$ cat config.mk
export PLATFORM = sky130hd
export DESIGN_NAME = hp_tracker_flat
export DESIGN_NICKNAME = d
export VERILOG_FILES = /design/src/rtl/hp_tracker_if.sv /design/src/rtl/hp_tracker.sv /design/src/flat_wrapper.sv
export SDC_FILE = /design/constraint.sdc
export NUM_CORES = 1
export LEC_CHECK = 0
export ABC_AREA = 1
export CAP_MARGIN = 20
export CORE_MARGIN = 1
export CORE_UTILIZATION = 30
export DETAILED_ROUTE_END_ITERATION = 10
export MAX_ROUTING_LAYER = met4
export PLACE_DENSITY = 0.59
export SYNTH_ARGS = -nofsm -noshare
export SYNTH_HDL_FRONTEND = slang
export SYNTH_SLANG_ARGS = --single-unit
$ cat constraint.sdc
create_clock -name i_clk -period 1.85 [get_ports i_clk]
set_input_delay 0.37 -clock i_clk [delete_from_list [all_inputs] [get_ports i_clk]]
set_output_delay 0.37 -clock i_clk [all_outputs]
set_load 0.005 [all_outputs]
$ cat src/rtl/hp_tracker_if.sv
// Signal bundle between the game logic and the HP/round controller.
// The master drives the hit, evasion and frame inputs; the slave returns bar edges and flags.
interface hp_tracker_if;
   logic       frame_clk;
   logic       start;
   logic       p1_kick_hit;
   logic       p1_punch_hit;
   logic       p2_kick_hit;
   logic       p2_punch_hit;
   logic       p1_dodge;
   logic       p1_jump;
   logic       p2_dodge;
   logic       p2_jump;
   logic [9:0] hp1x;
   logic [9:0] hp2x;
   logic       p1win;
   logic       p2win;
   logic       p1_hurt;
   logic       p2_hurt;

   modport master (
      output frame_clk, start, p1_kick_hit, p1_punch_hit, p2_kick_hit, p2_punch_hit,
             p1_dodge, p1_jump, p2_dodge, p2_jump,
      input  hp1x, hp2x, p1win, p2win, p1_hurt, p2_hurt
   );

   modport slave (
      input  frame_clk, start, p1_kick_hit, p1_punch_hit, p2_kick_hit, p2_punch_hit,
             p1_dodge, p1_jump, p2_dodge, p2_jump,
      output hp1x, hp2x, p1win, p2win, p1_hurt, p2_hurt
   );
endinterface

$ cat src/rtl/hp_tracker.sv
// Health/round controller: captures hit edges, applies damage once per frame tick,
// tracks invulnerability and the round FSM, and drives the HP-bar edges for the blitter.
module hp_tracker #(
   parameter int unsigned HP_MAX        = 200,
   parameter int unsigned KICK_DMG      = 20,
   parameter int unsigned PUNCH_DMG     = 10,
   parameter int unsigned INVULN_FRAMES = 30,
   parameter int unsigned BAR1_L        = 75,
   parameter int unsigned BAR2_L        = 365
) (
   input logic         i_clk,
   input logic         i_reset_n,
   hp_tracker_if.slave bus
);

   localparam int unsigned IvW = $clog2(INVULN_FRAMES + 1);
   localparam logic [8:0]     HpMax  = 9'(HP_MAX);
   localparam logic [8:0]     KickD  = 9'(KICK_DMG);
   localparam logic [8:0]     PunchD = 9'(PUNCH_DMG);
   localparam logic [IvW-1:0] IvLoad = IvW'(INVULN_FRAMES);

   typedef enum logic [1:0] {StIdle, StFight, StP1Win, StP2Win} state_e;

   state_e         r_state, w_state_d;
   logic [2:0]     r_fs;
   logic [3:0]     r_prev;
   logic [3:0]     r_pend, w_pend_d;
   logic [8:0]     r_hp1, r_hp2, w_hp1_d, w_hp2_d;
   logic [IvW-1:0] r_iv1, r_iv2, w_iv1_d, w_iv2_d;
   logic [3:0]     w_hits, w_rise;
   logic           w_tick;
   logic [8:0]     w_dmg1, w_dmg2;

   // Kick takes precedence over punch when both land unblocked in one frame.
   function automatic logic [8:0] dmg_f(input logic k, input logic p,
                                        input logic jump, input logic dodge);
      if (k && !jump)       return KickD;
      else if (p && !dodge) return PunchD;
      else                  return 9'd0;
   endfunction

   function automatic logic [8:0] sat_sub(input logic [8:0] a, input logic [8:0] b);
      return (a > b) ? (a - b) : 9'd0;
   endfunction

   // Bit order: [0] kick on P2, [1] punch on P2, [2] kick on P1, [3] punch on P1.
   assign w_hits = {bus.p2_punch_hit, bus.p2_kick_hit, bus.p1_punch_hit, bus.p1_kick_hit};
   assign w_rise = w_hits & ~r_prev;
   assign w_tick = r_fs[1] & ~r_fs[2];
   assign w_dmg1 = dmg_f(r_pend[2], r_pend[3], bus.p1_jump, bus.p1_dodge);
   assign w_dmg2 = dmg_f(r_pend[0], r_pend[1], bus.p2_jump, bus.p2_dodge);

   always_comb begin
      w_state_d = r_state;
      w_pend_d  = r_pend;
      w_hp1_d   = r_hp1;
      w_hp2_d   = r_hp2;
      w_iv1_d   = r_iv1;
      w_iv2_d   = r_iv2;
      unique case (r_state)
         StIdle: begin
            w_pend_d = '0;
            w_hp1_d  = HpMax;
            w_hp2_d  = HpMax;
            w_iv1_d  = '0;
            w_iv2_d  = '0;
            if (bus.start) w_state_d = StFight;
         end
         StFight: begin
            w_pend_d = w_rise | (r_pend & {4{~w_tick}});
            if (w_tick) begin
               if (r_iv1 != '0) begin
                  w_iv1_d = r_iv1 - IvW'(1);
               end else if (w_dmg1 != 9'd0) begin
                  w_hp1_d = sat_sub(r_hp1, w_dmg1);
                  w_iv1_d = IvLoad;
               end
               if (r_iv2 != '0) begin
                  w_iv2_d = r_iv2 - IvW'(1);
               end else if (w_dmg2 != 9'd0) begin
                  w_hp2_d = sat_sub(r_hp2, w_dmg2);
                  w_iv2_d = IvLoad;
               end
            end
            // P2 knocked out is checked first so a double KO goes to P1.
            if (r_hp2 == 9'd0)      w_state_d = StP1Win;
            else if (r_hp1 == 9'd0) w_state_d = StP2Win;
         end
         StP1Win, StP2Win: begin
            w_pend_d = '0;
         end
         default: w_state_d = StIdle;
      endcase
      if (!bus.start) begin
         w_state_d = StIdle;
         w_pend_d  = '0;
         w_hp1_d   = HpMax;
         w_hp2_d   = HpMax;
         w_iv1_d   = '0;
         w_iv2_d   = '0;
      end
   end

   always_ff @(posedge i_clk) begin
      if (!i_reset_n) begin
         r_state <= StIdle;
         r_fs    <= '0;
         r_prev  <= '0;
         r_pend  <= '0;
         r_hp1   <= HpMax;
         r_hp2   <= HpMax;
         r_iv1   <= '0;
         r_iv2   <= '0;
      end else begin
         r_state <= w_state_d;
         r_fs    <= {r_fs[1:0], bus.frame_clk};
         r_prev  <= w_hits;
         r_pend  <= w_pend_d;
         r_hp1   <= w_hp1_d;
         r_hp2   <= w_hp2_d;
         r_iv1   <= w_iv1_d;
         r_iv2   <= w_iv2_d;
      end
   end

   assign bus.hp1x    = 10'(BAR1_L + HP_MAX) - 10'(r_hp1);
   assign bus.hp2x    = 10'(BAR2_L) + 10'(r_hp2) - 10'd1;
   assign bus.p1win   = (r_state == StP1Win);
   assign bus.p2win   = (r_state == StP2Win);
   assign bus.p1_hurt = (r_iv1 != '0);
   assign bus.p2_hurt = (r_iv2 != '0);

endmodule

$ cat src/flat_wrapper.sv
// flat-port wrapper written by rule: the top's interface ports become plain ports
module hp_tracker_flat 
#(
   parameter int unsigned HP_MAX        = 200,
   parameter int unsigned KICK_DMG      = 20,
   parameter int unsigned PUNCH_DMG     = 10,
   parameter int unsigned INVULN_FRAMES = 30,
   parameter int unsigned BAR1_L        = 75,
   parameter int unsigned BAR2_L        = 365
)
  (i_clk, i_reset_n, bus_frame_clk, bus_start, bus_p1_kick_hit, bus_p1_punch_hit, bus_p2_kick_hit, bus_p2_punch_hit, bus_p1_dodge, bus_p1_jump, bus_p2_dodge, bus_p2_jump, bus_hp1x, bus_hp2x, bus_p1win, bus_p2win, bus_p1_hurt, bus_p2_hurt);
  hp_tracker_if bus_i ();
  input logic i_clk;
  input logic i_reset_n;
  input wire logic [$bits(bus_i.frame_clk)-1:0] bus_frame_clk;
  input wire logic [$bits(bus_i.start)-1:0] bus_start;
  input wire logic [$bits(bus_i.p1_kick_hit)-1:0] bus_p1_kick_hit;
  input wire logic [$bits(bus_i.p1_punch_hit)-1:0] bus_p1_punch_hit;
  input wire logic [$bits(bus_i.p2_kick_hit)-1:0] bus_p2_kick_hit;
  input wire logic [$bits(bus_i.p2_punch_hit)-1:0] bus_p2_punch_hit;
  input wire logic [$bits(bus_i.p1_dodge)-1:0] bus_p1_dodge;
  input wire logic [$bits(bus_i.p1_jump)-1:0] bus_p1_jump;
  input wire logic [$bits(bus_i.p2_dodge)-1:0] bus_p2_dodge;
  input wire logic [$bits(bus_i.p2_jump)-1:0] bus_p2_jump;
  output wire logic [$bits(bus_i.hp1x)-1:0] bus_hp1x;
  output wire logic [$bits(bus_i.hp2x)-1:0] bus_hp2x;
  output wire logic [$bits(bus_i.p1win)-1:0] bus_p1win;
  output wire logic [$bits(bus_i.p2win)-1:0] bus_p2win;
  output wire logic [$bits(bus_i.p1_hurt)-1:0] bus_p1_hurt;
  output wire logic [$bits(bus_i.p2_hurt)-1:0] bus_p2_hurt;
  assign bus_i.frame_clk = bus_frame_clk;
  assign bus_i.start = bus_start;
  assign bus_i.p1_kick_hit = bus_p1_kick_hit;
  assign bus_i.p1_punch_hit = bus_p1_punch_hit;
  assign bus_i.p2_kick_hit = bus_p2_kick_hit;
  assign bus_i.p2_punch_hit = bus_p2_punch_hit;
  assign bus_i.p1_dodge = bus_p1_dodge;
  assign bus_i.p1_jump = bus_p1_jump;
  assign bus_i.p2_dodge = bus_p2_dodge;
  assign bus_i.p2_jump = bus_p2_jump;
  assign bus_hp1x = bus_i.hp1x;
  assign bus_hp2x = bus_i.hp2x;
  assign bus_p1win = bus_i.p1win;
  assign bus_p2win = bus_i.p2win;
  assign bus_p1_hurt = bus_i.p1_hurt;
  assign bus_p2_hurt = bus_i.p2_hurt;
  hp_tracker #(.HP_MAX(HP_MAX), .KICK_DMG(KICK_DMG), .PUNCH_DMG(PUNCH_DMG), .INVULN_FRAMES(INVULN_FRAMES), .BAR1_L(BAR1_L), .BAR2_L(BAR2_L)) u_core (.i_clk(i_clk), .i_reset_n(i_reset_n), .bus(bus_i));
endmodule
==> flow_summary.json, run 1 <==
{
  "placed_cells": 579,
  "slowest_delay_ns": 0.34,
  "die_area_um2": 9040,
  "post-route-util": 0.439,
  "cts_tree": "yes",
  "criticalPathCategory": "flop to flop",
  "slowest_stage": "dfxtp_2",
  "finalHoldWorstSlack_ns": 0.418,
  "max-vdd-ir-drop_mv": 0.380,
  "drc": 0,
  "max-cap-violations": 0,
  "netlist_top_cells_count": "nand2_1, inv_1, dfxtp_1",
  "clock_sinks": 39,
  "wirelength_um": 6540,
  "grt_pass1_wl_um": 10700,
  "place_congestion": 0.855,
  "ys_warn_count": 0,
  "max_freq_mhz": 533,
  "post-route-period-util": 1.01,
  "powerDensity_nw_per_um2": 544,
  "clkTransAtPathRegs_ns": 0.08,
  "crit_path_frequent_cell": "nand2_1",
  "setup_viol": 2,
  "netlist_area_um2": 2600,
  "overflow": 0,
  "ctsHoldBuffers": 0,
  "synth.top_cell.area_share": 0.300,
  "insertion_delay_ns": 0.30,
  "path_max_fanout": 4,
  "syn-num-nets": 434,
  "cts_made_buffers": 5,
  "fillCellCount": 857,
  "end_kind": "flop",
  "grt_pass1_vias": 2504,
  "worstPathArrival_ns": 2.08,
  "antenna_found_initial": 0,
  "ant_nets": 0,
  "highest_layer": "met4",
  "synth-seq-cells": 39,
  "slew_violations": 0,
  "layout-drive-gt1-share": 0.286,
  "wl_per_cell_um": 10.9,
  "hold_path.class": "flop to flop",
  "ys_seq_area_frac": 0.300,
  "clk_path_buf_depth": 2,
  "p_leak_nw": 1.80,
  "dp.final_hpwl_um": 4840,
  "period_needed_ns": 1.88,
  "root_buffer": "clkbuf_8",
  "synth_area_leader_cell": "dfxtp_1",
  "violations": "setup timing",
  "m1WireLength_um": 3140,
  "area_growth_pct": 40.2,
  "worstHoldStart": "u_core.r_fs[0]",
  "timing.rr.start": "u_core.r_pend[1]",
  "start_kind": "flop",
  "viasPerCell": 4.49,
  "vias": 2687,
  "route.met3.wl_um": 240,
  "outcome": "finished with violations",
  "finalHoldViolCount": 0,
  "yosys-top-cells-area": "dfxtp_1, nand2_1, inv_1",
  "synth_cells": 407,
  "rsz0062_at_grt": "yes",
  "grt_usage": 0.154,
  "die_y_um": 95.1,
  "io_buffers": 33,
  "crit_required_ns": 2.05,
  "fin_skew_ns": 0.00907,
  "htreeDepth": 2,
  "row_count": 33,
  "stdcell_count": 598,
  "syn_area_per_cell_um2": 6.39,
  "n_antenna_cell": 0,
  "path_cells": "nand2_2 -> a21oi_2 -> ha_2 -> inv_2 -> fa_2 -> inv_1 -> nor2_1 -> nor2_1 -> nand2_1 -> nand2_2 -> inv_2 -> nand2_1 -> nand2_1 -> nand2_1 -> nand2_1",
  "crit_start": "u_core.r_pend[1]",
  "fin_ws_ns": -0.0272,
  "synthFlopType": "dfxtp_1",
  "synth_edf_count": 0,
  "die_x_um": 95.1,
  "synth.most_common_cell": "nand2_1",
  "power_mw": 1.98,
  "synth-async-reset-ratio": 0,
  "synthDistinctLibCells": 32,
  "wl_met2_um": 3050,
  "nNetsFinal": 519,
  "grt_max_degree": 16,
  "detailedRoute.firstPassIterationCount": 4,
  "start_util": 0.313,
  "core-area_um2": 8300,
  "ios": 36,
  "first_iter_violations": 104
}
-- power by group --
part | switching [mW] | internal [mW] | leakage [nW]
combinational | 0.197 | 0.158 | 1.42
clock | 0.312 | 0.436 | 0.0612
sequential | 0.0163 | 0.860 | 0.319
total | 0.525 | 1.45 | 1.80
-- placed cells by master (no fill, tap or decap), types with 8 or more instances in the layout --
master,synthesis,layout
xor2_1,8,8
dfxtp_2,0,8
nand3_1,23,20
nand2_2,3,8
a21oi_1,28,26
buf_4,4,52
inv_2,3,17
dfxtp_1,39,30
nor2_1,33,28
clkdlybuf4s50_1,0,13
nand2_1,126,120
inv_1,71,57
-- metal layers --
metal  vias up  GRT usage
met2        56      0.248
met5         -          -
met4         0     0.0593
met3        10     0.0263
met1      1192      0.193
li1       1429          -
-- worst max-delay path: cells and delay by family (launching register included) --
kind | cells | cell delay [ns]
and+or+nand+nor | 9 | 0.62
adders and majority gates | 2 | 0.53
DFF | 1 | 0.34
buffers and inverters | 3 | 0.16
AOI/OAI and AO/OA | 1 | 0.13
-- cell type report --
| class | count | area (µm²) | area share |
|---|---|---|---|
| Clock buffer | 6 | 82.6 | 0.0227 |
| Clock inverter | 2 | 35.0 | 0.00962 |
| Inverter | 74 | 278 | 0.0763 |
| Multi-Input combinational cell | 286 | 1630 | 0.446 |
| Sequential cell | 39 | 795 | 0.218 |
| Tap cell | 105 | 131 | 0.0361 |
| Timing Repair Buffer | 86 | 696 | 0.191 |
-- state kept, by name (all words and copies together) (netlist names) --
signal and count:
u_core.r_hp1 8, u_core.r_hp2 8, u_core.r_iv1 5, u_core.r_iv2 5, u_core.r_pend 4, u_core.r_prev 4
u_core.r_fs 3, u_core.r_state 2
-- what timing repair did --
action / CTS / global route
gates cloned: 0 / 0
pin swaps: 19 / 17
resized for setup: 66 / 33
buffers inserted: 4 / 8
endpoints found under the setup margin: 33 / 28
-- per-stage QoR --
stage | setup TNS [ns] | worst slack (ns) | area [µm²]
floorplan | 0 | 0.00100 | 2620
detailed placement | -8.89 | -0.534 | 3350
global route | -1.86 | -0.188 | 3640
global placement | -8.22 | -0.504 | 3350
finish | -0.0480 | -0.0272 | 3640
CTS | -0.212 | -0.0683 | 3540
-- final timing paths --
path / to / cells past startpoint / slack [ns]
min: u_core.r_fs[1] / 2 / 0.42
max: u_core.r_hp2[7] / 15 / -0.03
min reg2reg: u_core.r_fs[1] / 2 / 0.42
max reg2reg: u_core.r_hp2[7] / 15 / -0.03
-- kinds of logic (layout without fill, tap and decap cells) --
group           after synthesis  after routing  share of synthesized area
fa+ha+maj                    15             15                     0.0780
xor+xnor                     11             11                     0.0371
buf+inv                      82            168                      0.126
compound gates               48             48                     0.0987
other cells                   2              2                    0.00289
flops                        39             39                      0.300
simple gates                210            210                      0.357
No activity file was read; power rests on OpenSTA's default activity.
==> run 2: changes to the inputs <==
--- a/config.mk
+++ b/config.mk
@@ -7,8 +7,9 @@
 export LEC_CHECK = 0
 export ABC_AREA = 1
 export CAP_MARGIN = 20
-export CORE_MARGIN = 1
+export CORE_MARGIN = 2
 export CORE_UTILIZATION = 30
+export CTS_BUF_LIST = sky130_fd_sc_hd__clkbuf_8
 export DETAILED_ROUTE_END_ITERATION = 10
 export MAX_ROUTING_LAYER = met4
 export PLACE_DENSITY = 0.59
==> flow_summary.json, run 2 (synthesized netlist as in run 1, its figures left out) <==
{
  "layout-drive-gt1-share": 0.293,
  "n_antenna_cell": 0,
  "period_needed_ns": 1.88,
  "ios": 36,
  "seqPwrFrac": 0.440,
  "htreeDepth": 2,
  "top_regs": "u_core.r_hp1 (8), u_core.r_hp2 (8)",
  "start_util": 0.313,
  "grt_max_degree": 18,
  "p_comb_frac": 0.183,
  "outcome": "finished with violations",
  "layout_common_cells": "nand2_1, inv_1, buf_4, dfxtp_1, nor2_1",
  "die_area_um2": 9420,
  "internal_power_mw": 1.46,
  "overflow": 0,
  "detailedRoute.firstPassIterationCount": 4,
  "max-vdd-ir-drop_mv": 0.372,
  "fin_skew_ns": 0.00665,
  "p_leak_nw": 1.84,
  "vias": 2700,
  "powerDensity_nw_per_um2": 540,
  "row_count": 33,
  "ant_nets": 0,
  "root_buffer": "clkbuf_8",
  "p_switching_uw": 537,
  "placed_cells": 579,
  "grt_pass1_wl_um": 11000,
  "worstPathArrival_ns": 1.51,
  "post-route-util": 0.445,
  "first_iter_violations": 67,
  "max-cap-violations": 0,
  "tns_ns": -0.0748,
  "fin_ws_ns": -0.0331,
  "finalHoldViolCount": 0,
  "met1_usage": 0.177,
  "power_mw": 1.99,
  "nNetsFinal": 521,
  "clkTransAtPathRegs_ns": 0.08,
  "violations": "setup timing",
  "antenna_found_initial": 0,
  "drc": 0,
  "grt_use_met2": 0.244,
  "clkPwrFrac": 0.377,
  "area_growth_pct": 42.2,
  "place_congestion": 0.853,
  "io_buffers": 33,
  "die_y_um": 97.1,
  "cts_made_buffers": 5,
  "grt_usage": 0.145,
  "path_max_fanout": 2,
  "die_x_um": 97.1,
  "start_kind": "flop",
  "busiest_layer": "met2",
  "clock_sinks": 39,
  "core-area_um2": 8300,
  "rsz0062_at_grt": "yes",
  "max_freq_mhz": 531,
  "hold_path.class": "flop to flop",
  "finalHoldWorstSlack_ns": 0.420,
  "crit_required_ns": 1.48,
  "slew_violations": 0,
  "wirelength_um": 6670,
  "met3_usage": 0.0216,
  "criticalPathCategory": "flop to output pin",
  "grt_pass1_vias": 2555,
  "p_sw_frac": 0.269,
  "viasPerCell": 4.50,
  "clk_path_buf_depth": 2,
  "final_common_cell": "nand2_1",
  "dp.final_hpwl_um": 4900,
  "end_kind": "output pin",
  "cts_tree": "yes",
  "insertion_delay_ns": 0.30,
  "setup_viol": 4,
  "ctsHoldBuffers": 0,
  "stdcell_count": 600,
  "wl_per_cell_um": 11.1,
  "post-route-period-util": 1.02
}
## run 2: power by group through the flow
stage / Clock, mW / Combinational, mW / Sequential, mW
final: 0.752 / 0.364 / 0.877
after floorplan: 0 / 0.213 / 0.894
after CTS: 0.773 / 0.346 / 0.876
after global routing: 0.802 / 0.409 / 0.879
after global placement: 0 / 0.342 / 0.896
after detailed placement: 0 / 0.345 / 0.897
## run 2: through the flow
step	setup slack (ns)	area (µm²)
2_1_floorplan	0.00100	2620
6_report	-0.0331	3690
5_1_grt	-0.154	3690
4_1_cts	-0.0792	3580
3_5_place_dp	-0.541	3350
3_3_place_gp	-0.518	3350
## run 2: worst max-delay path, stage by stage, from the launching register on
cell and delay, ns:
dfxtp_2 0.33, inv_2 0.08, ha_4 0.15, o21ai_2 0.05
o21ai_1 0.18, xor2_1 0.17, dlygate4sd2_1 0.25
## run 2: layer usage
| metal | vias up | wire, µm |
|---|---|---|
| li1 | 1433 | - |
| met1 | 1212 | 3130 |
| met2 | 45 | 3230 |
| met3 | 10 | 206 |
| met4 | 0 | 104 |
| met5 | - | 0 |
## run 2: final timing paths
path | startpoint | to | slack, ns | cells after the start
setup / recovery | u_core.r_hp2[2] | bus_hp2x[8] | -0.03 | 6
hold / removal | u_core.r_fs[0] | u_core.r_fs[1] | 0.42 | 2
setup reg to reg | u_core.r_pend[0] | u_core.r_hp2[7] | -0.03 | 14
hold reg to reg | u_core.r_fs[0] | u_core.r_fs[1] | 0.42 | 2
## run 2: final cells by class
class	count	area [µm²]
fillers	876	4600
multi-input cells	287	1670
flip-flops and latches	39	796
repair buffers	87	707
inverters	74	278
well taps	105	131
clock buffers	6	82.6
clock inverters	2	35.0
## run 2: timing repair
| action | CTS | global route |
|---|---|---|
| endpoints found under the setup margin | 33 | 26 |
| cloned | 0 | 1 |
| endpoints found under the hold margin | 0 | 0 |
| pin swaps | 20 | 18 |
| gates resized for setup | 72 | 28 |
| buffers inserted | 8 | 5 |
